File: src/rtl/sincronia_vga.sv
`default_nettype none
// ============================================================================
// Module      : sincronia_vga
// Description : Vertical line counter and registered VGA sync generator.
//               Samples the upstream horizontal count each pixel clock,
//               advances the line index at every line end and produces
//               hsync / vsync / video_on / pixel coordinates / frame_start,
//               all registered one cycle after the sampled hcuenta.
//               Optional macro FRAME_COUNT_EN adds an 8-bit frame counter
//               output (cuadro); without it the port and register are absent.
// Revision    : 1.0 - initial release
// ============================================================================
module sincronia_vga #(
    parameter int H_VISIBLE = 640,
    parameter int H_FP      = 16,
    parameter int H_SYNC    = 96,
    parameter int H_LAST    = 800,
    parameter int V_VISIBLE = 480,
    parameter int V_FP      = 10,
    parameter int V_SYNC    = 2,
    parameter int V_LAST    = 524
) (
    input  logic       Clk,
    input  logic       reset,
    input  logic [9:0] hcuenta,
    output logic [9:0] vcuenta,
    output logic       hsync,
    output logic       vsync,
    output logic       video_on,
    output logic [9:0] pixel_x,
    output logic [9:0] pixel_y,
    output logic       frame_start
`ifdef FRAME_COUNT_EN
    ,
    output logic [7:0] cuadro
`endif
);

    // ------------------------------------------------------------------------
    // Timing boundaries, all reduced to the 10-bit compare domain
    // ------------------------------------------------------------------------
    localparam logic [9:0] c_H_VISIBLE  = 10'(H_VISIBLE);
    localparam logic [9:0] c_HS_START   = 10'(H_VISIBLE + H_FP);
    localparam logic [9:0] c_HS_END     = 10'(H_VISIBLE + H_FP + H_SYNC - 1);
    localparam logic [9:0] c_H_LAST     = 10'(H_LAST);
    localparam logic [9:0] c_V_VISIBLE  = 10'(V_VISIBLE);
    localparam logic [9:0] c_VS_START   = 10'(V_VISIBLE + V_FP);
    localparam logic [9:0] c_VS_END     = 10'(V_VISIBLE + V_FP + V_SYNC - 1);
    localparam logic [9:0] c_V_LAST     = 10'(V_LAST);

    // ------------------------------------------------------------------------
    // State registers and their next-state values
    // ------------------------------------------------------------------------
    logic [9:0] vcuenta_q,     vcuenta_d;
    logic       hsync_q,       hsync_d;
    logic       vsync_q,       vsync_d;
    logic       video_on_q,    video_on_d;
    logic [9:0] pixel_x_q,     pixel_x_d;
    logic [9:0] pixel_y_q,     pixel_y_d;
    logic       frame_start_q, frame_start_d;

    // ------------------------------------------------------------------------
    // Combinational decode of the sampled horizontal count and the current
    // (pre-update) line index
    // ------------------------------------------------------------------------
    logic w_line_end;      // hcuenta sits on the last count of the line
    logic w_v_at_last;     // line index is at (or, unreachably, past) V_LAST
    logic w_h_in_sync;
    logic w_v_in_sync;
    logic w_h_visible;
    logic w_v_visible;
    logic w_visible;
    logic w_origin;

    assign w_line_end  = (hcuenta == c_H_LAST);
    // Treating anything past V_LAST as "last" lets a corrupted index recover
    // to 0 at the very next line end instead of counting up to 1023.
    assign w_v_at_last = (vcuenta_q >= c_V_LAST);

    assign w_h_in_sync = (hcuenta   >= c_HS_START) && (hcuenta   <= c_HS_END);
    assign w_v_in_sync = (vcuenta_q >= c_VS_START) && (vcuenta_q <= c_VS_END);
    assign w_h_visible = (hcuenta   <  c_H_VISIBLE);
    assign w_v_visible = (vcuenta_q <  c_V_VISIBLE);
    assign w_visible   = w_h_visible && w_v_visible;
    assign w_origin    = (hcuenta == 10'd0) && (vcuenta_q == 10'd0);

    // Next-state computation for the line counter and all decoded outputs
    always_comb begin
        vcuenta_d     = vcuenta_q;
        hsync_d       = 1'b1;
        vsync_d       = 1'b1;
        video_on_d    = 1'b0;
        pixel_x_d     = 10'd0;
        pixel_y_d     = 10'd0;
        frame_start_d = 1'b0;

        // Line index advances only on the line-end count; out-of-range
        // horizontal values never match and therefore simply hold it.
        if (w_line_end) begin
            if (w_v_at_last) begin
                vcuenta_d = 10'd0;
            end else begin
                vcuenta_d = vcuenta_q + 10'd1;
            end
        end

        // Sync pulses are active-low.
        hsync_d = ~w_h_in_sync;
        vsync_d = ~w_v_in_sync;

        // Coordinates are forced to zero outside the visible window so the
        // colour logic never sees blanking-region positions.
        video_on_d = w_visible;
        if (w_visible) begin
            pixel_x_d = hcuenta;
            pixel_y_d = vcuenta_q;
        end

        // First pixel of the frame; coincides with video_on first rising.
        frame_start_d = w_origin;
    end

    // Output and line-counter registers, cleared immediately by reset
    always_ff @(posedge Clk or negedge reset) begin
        if (!reset) begin
            vcuenta_q     <= 10'd0;
            hsync_q       <= 1'b1;
            vsync_q       <= 1'b1;
            video_on_q    <= 1'b0;
            pixel_x_q     <= 10'd0;
            pixel_y_q     <= 10'd0;
            frame_start_q <= 1'b0;
        end else begin
            vcuenta_q     <= vcuenta_d;
            hsync_q       <= hsync_d;
            vsync_q       <= vsync_d;
            video_on_q    <= video_on_d;
            pixel_x_q     <= pixel_x_d;
            pixel_y_q     <= pixel_y_d;
            frame_start_q <= frame_start_d;
        end
    end

    assign vcuenta     = vcuenta_q;
    assign hsync       = hsync_q;
    assign vsync       = vsync_q;
    assign video_on    = video_on_q;
    assign pixel_x     = pixel_x_q;
    assign pixel_y     = pixel_y_q;
    assign frame_start = frame_start_q;

`ifdef FRAME_COUNT_EN
    // ------------------------------------------------------------------------
    // Optional frame counter: bumps on the edge that wraps the line index
    // ------------------------------------------------------------------------
    logic [7:0] cuadro_q, cuadro_d;
    logic       w_frame_end;

    assign w_frame_end = w_line_end && w_v_at_last;

    // Free-running 8-bit frame count, naturally wrapping 255 -> 0
    always_comb begin
        cuadro_d = cuadro_q;
        if (w_frame_end) begin
            cuadro_d = cuadro_q + 8'd1;
        end
    end

    // Frame counter register, cleared immediately by reset
    always_ff @(posedge Clk or negedge reset) begin
        if (!reset) begin
            cuadro_q <= 8'd0;
        end else begin
            cuadro_q <= cuadro_d;
        end
    end

    assign cuadro = cuadro_q;
`endif

endmodule
`default_nettype wire

File: config.mk
export PLATFORM = sky130hd
export DESIGN_NAME = sincronia_vga
export DESIGN_NICKNAME = d
export VERILOG_FILES = /design/src/rtl/sincronia_vga.sv
export SDC_FILE = /design/constraint.sdc
export NUM_CORES = 1
export LEC_CHECK = 0
export BUFFER_PORTS_ARGS = -buffer_cell sky130_fd_sc_hd__buf_2
export CORE_AREA = 8 8 66 68
export DETAILED_ROUTE_END_ITERATION = 7
export DIE_AREA = 0 0 74 76
export HOLD_SLACK_MARGIN = 0.08
export PLACE_DENSITY = 0.82
export SYNTH_ARGS = -nofsm -noshare
export SYNTH_HDL_FRONTEND = slang
export SYNTH_SLANG_ARGS = --single-unit
File: constraint.sdc
create_clock -name Clk -period 2.1 [get_ports Clk]
set_input_delay 0.42 -clock Clk [delete_from_list [all_inputs] [get_ports Clk]]
set_output_delay 0.42 -clock Clk [all_outputs]
set_load 0.03 [all_outputs]
* After elaboration in Yosys (flattened, before gate mapping)
Index checks and enable logic that the tools add are counted.
** Storage, ports and cells
- Output and inout port bits :: 34
- Input port bits :: 12
- Logic and storage cells :: 27
- Flip-flop bits (word level) :: 34
** Operators by class
- $add $sub $neg :: 1
- Equal/unequal tests :: 1
- Bitwise gates (word level) :: 2
- Muxes and demuxes :: 3
- Reduce and logical (&&, ||, !) cells :: 6
- Order comparisons :: 7
** Operator list (number)
- $mux 10 :: 3
- $ge 10x10->1 const B :: 2
- $logic_not 10->1 :: 2
- $add 10x1->10 const B :: 1
- $eq 10x10->1 const B :: 1
- $ge 10x9->1 const B :: 1
- $le 10x10->1 const B :: 1
- $le 10x9->1 const B :: 1
- $lt 10x10->1 const B :: 1
- $lt 10x9->1 const B :: 1
- $logic_and 1x1->1 :: 4
- $not 1->1 :: 2

* Logic depth before layout (Yosys ltp)
- Depth after elaboration :: 3
- Mapped depth :: 5
- Depth with buffers taken out :: 5

* Worst setup path after synthesis
No wires, ideal clock.
- Path type :: register to register
- Start point :: register vcuenta_q[6] (netlist: vcuenta[6])
- End point :: register vcuenta_q[7] (netlist: vcuenta[7])
- Arrival :: 1.758 ns
- Stages on the path, launching flop included :: 5
- Setup slack :: 0.262 ns
- Data required time :: 2.020 ns
- Path buffers :: 0
- Period minus slack after synthesis :: 1.838 ns
- Setup time :: 0.080 ns
- Cell sequence :: dfrtp_1 > or4_4 > o31a_4 > and2_4 > nor3_2
** Between the ends
- Cells in the longest elaborated chain, start to end :: 2
- Elaborated cells between the ends (all ways) :: 3
** Ends and longest elaborated chain
- from (decl) :: RTL line 54 : logic [9:0] vcuenta_q, vcuenta_d;
- from (signal assigned) :: RTL line 134 : vcuenta_q <= vcuenta_d;
- $add 10x1->10 / $ge 10x10->1 (equally long branches) :: RTL line 103, 78
- $mux 10 * :: RTL line 100 : if (w_v_at_last) begin
Every way passes the cells marked *; elsewhere a longest branch is shown, timed or not.
A chain may end at the register's enable or synchronous reset.

* Worst setup path in the final report
- Start point :: register vcuenta_q[6] (netlist: vcuenta[6])
- End point :: register vcuenta_q[0] (netlist: vcuenta[0])
** Between the ends
- Cells in the longest elaborated chain, start to end :: 2
** Ends and longest elaborated chain
- $ge 10x10->1 :: RTL line 78 : assign w_v_at_last = (vcuenta_q >= c_V_LAST);
- $mux 10 :: RTL line 100
No other way between the ends.

==> metrics <==
largest net degree at the start of global routing=35; Worst slew margin=a little over half; Die X-Extent=roughly 74 microns; Net count, final=189; Crit Path Category=flip-flop to flip-flop; outcome=completed; worst skew pair latency=~0.34 ns; # setup viols final=0; Fin. Hold Viols=0; CTS buffer count=5; Pins Over Slew Limit=0; first-pass GRT wire length=between 5000 and 6000 microns; Syn Std Cell Area=roughly 0.0014 sq mm; Critical Path Start Type=flip-flop; min Tclk post-route=1.79 ns; cts hold-fix bufs=0; largest cells by area after synthesis=dfrtp_1, and2_1, dfstp_2; Synth Area per Inst=11.7 sq um; area of the die=~0.0056 sq mm; Synth cell types=40; Tot GR Track Use=about an eighth; Setup TNS=0 ns; Crit Path Max Fanout=7; DR iter-0 viols=35; final WL=~3300 microns; worst reg2reg path depth=4; most frequent cells in the layout=buf_2, dfrtp_1, and2_1; Resize count post-CTS=0; EDFF count, synth=0; wire length per cell=between 10 and 15 microns; final design utilization=around 50%; max incr delay on CP=around 0.57 ns; Detail Route Antenna Nets=0; synthesized instance count=between 100 and 150; maximum vdd drop=approximately 220 uV; RSZ-0062 raised after global routing=false; Synth area leader=dfrtp_1; Setup Buffers After CTS=0; fillers=between 300 and 400; CP Depth=4; crit path DAT=2.07 ns; Async SR Flop Fraction=100%; initial antenna violation count=0; area share of the largest cell type after synthesis=55.6%; row cnt=22; Clock Tree Buf Depth=2; worst path buffer plus inverter count=0; I/O Buffers=45; Sink Count=34; # diodes=0; Critical R2R Launch=vcuenta[6]; Cells after DPL=around 220; register bit total from synthesis=34; Initial Utilization=about two fifths; Synth Net Count=about 140; Top FF cell, synth=dfrtp_1; Hold/Removal Path Class=primary input to asynchronous set/reset pin; htree depth=2; Critical R2R Capture=vcuenta[0]; maxcap violations=0; share of layout cells above drive strength 1=a little under two fifths; critical path endpoint category=flip-flop; Final Non-Filler Cells=about 220; CP top delay family=simple AND/OR/NAND/NOR gates; f_max=559 MHz; Final Skew=about 0.010 ns; Die Ht=76 microns; clock-pin slew on the worst setup and hold paths=roughly 0.1 ns; start point of the critical path=vcuenta[6]; routed vias=around 1100; final worst-path cycle share=roughly 85%; vias per inst=5.12; core area=~0.0034 sq mm; end of the critical path=vcuenta[0]; IO Pins=46; grt total ovfl=0; yosys warns=0; worst path required time=about 2.4 ns; clock root buffer=clkbuf_4; CTS tree=done; CP Cell Sequence=or4_4 > o31a_4 > nor2_4 > mux2_2; hpwl dp=~2400 microns; P_leak=between 0.0009 and 0.001 uW; PwrDens=roughly 700 mW/mm^2; Final Wtd Congestion=roughly 0.77; sequential-to-total area share from yosys stat=about three fifths; Layout area overhead=22.7%; DRC=0; Max stage delay cell, worst path=or4_4; number of global-route vias before repair=1135; Tightest Pin Transition=a little over 0.7 ns; most common cell after layout, fill and taps aside=buf_2; Worst R2R Setup Slack=0.31 ns; First-pass DRT Iterations=5
synth_stat cells (all sizes together) (2+ instances only):
library cell,instances
dfstp,2
nor2,12
a22o,4
dfrtp,32
ha,2
nor3,5
and3,5
and2,18
o21ai,4
nand4,3
buf,2
nor4,4
or4,2
nand2,5
nand3,4
inv,3
layout make-up:
class | instances | area (sq um) | share of cell area, %
tap | 48 | 60.1 | 3.40
inverter | 3 | 11.3 | 0.637
timing repair buffer | 48 | 248 | 14.0
sequential | 34 | 853 | 48.3
multi-input combinational | 83 | 549 | 31.1
clock buffer | 7 | 45.0 | 2.55
kinds of logic (layout without fill, tap and decap cells):
group	after synthesis	in the layout	synth area share, %
compound gates	13	13	7.30
xor+xnor	1	1	0.608
fa+ha+maj	2	2	1.74
buf+inv	6	58	2.61
flops	34	34	59.3
mux	2	2	1.48
other cells	1	1	0.260
simple gates	64	64	26.8
worst min-delay path by stage:
stage | endpoint | cells past startpoint | slack, ns
after detailed placement | pixel_y[7] | 1 | 0.51
after global placement | video_on | 1 | 0.51
final | frame_start | 1 | 0.13
after CTS | pixel_y[5] | 1 | 0.14
after global routing | pixel_y[6] | 1 | 0.16
after floorplan | frame_start | 0 | 0.12
report_power, final:
| part | switching [uW] | leakage [uW] | internal [uW] |
|---|---|---|---|
| logic | 131 | 0.000450 | 60.6 |
| registers | 34.6 | 0.000437 | 688 |
| clock network | 195 | 0.0000254 | 126 |
flip-flops by register name, summed over array words and instances (netlist names):
register / count
pixel_x: 10
vsync: 1
frame_start: 1
pixel_y: 10
video_on: 1
hsync: 1
vcuenta: 10
metal layers:
layer / track usage, % / routed length (microns) / up-vias
met5: 0 / 0 / -
met3: 4.74 / 325 / 10
met2: 18.4 / 1510 / 55
met4: 11.8 / 133 / 0
met1: 12.6 / 1280 / 544
li1: - / - / 533
metrics by stage:
step | power [uW] | hold slack (ns) | area (sq um) | setup slack (ns)
2_1_floorplan | 865 | 0.124 | 1440 | 0.262
3_3_place_gp | 926 | 0.508 | 1720 | 0.249
3_5_place_dp | 929 | 0.509 | 1720 | 0.176
4_1_cts | 1250 | 0.135 | 1770 | 0.300
5_1_grt | 1300 | 0.160 | 1770 | 0.227
6_report | 1240 | 0.134 | 1770 | 0.312
No activity file was read; power rests on OpenSTA's default activity.
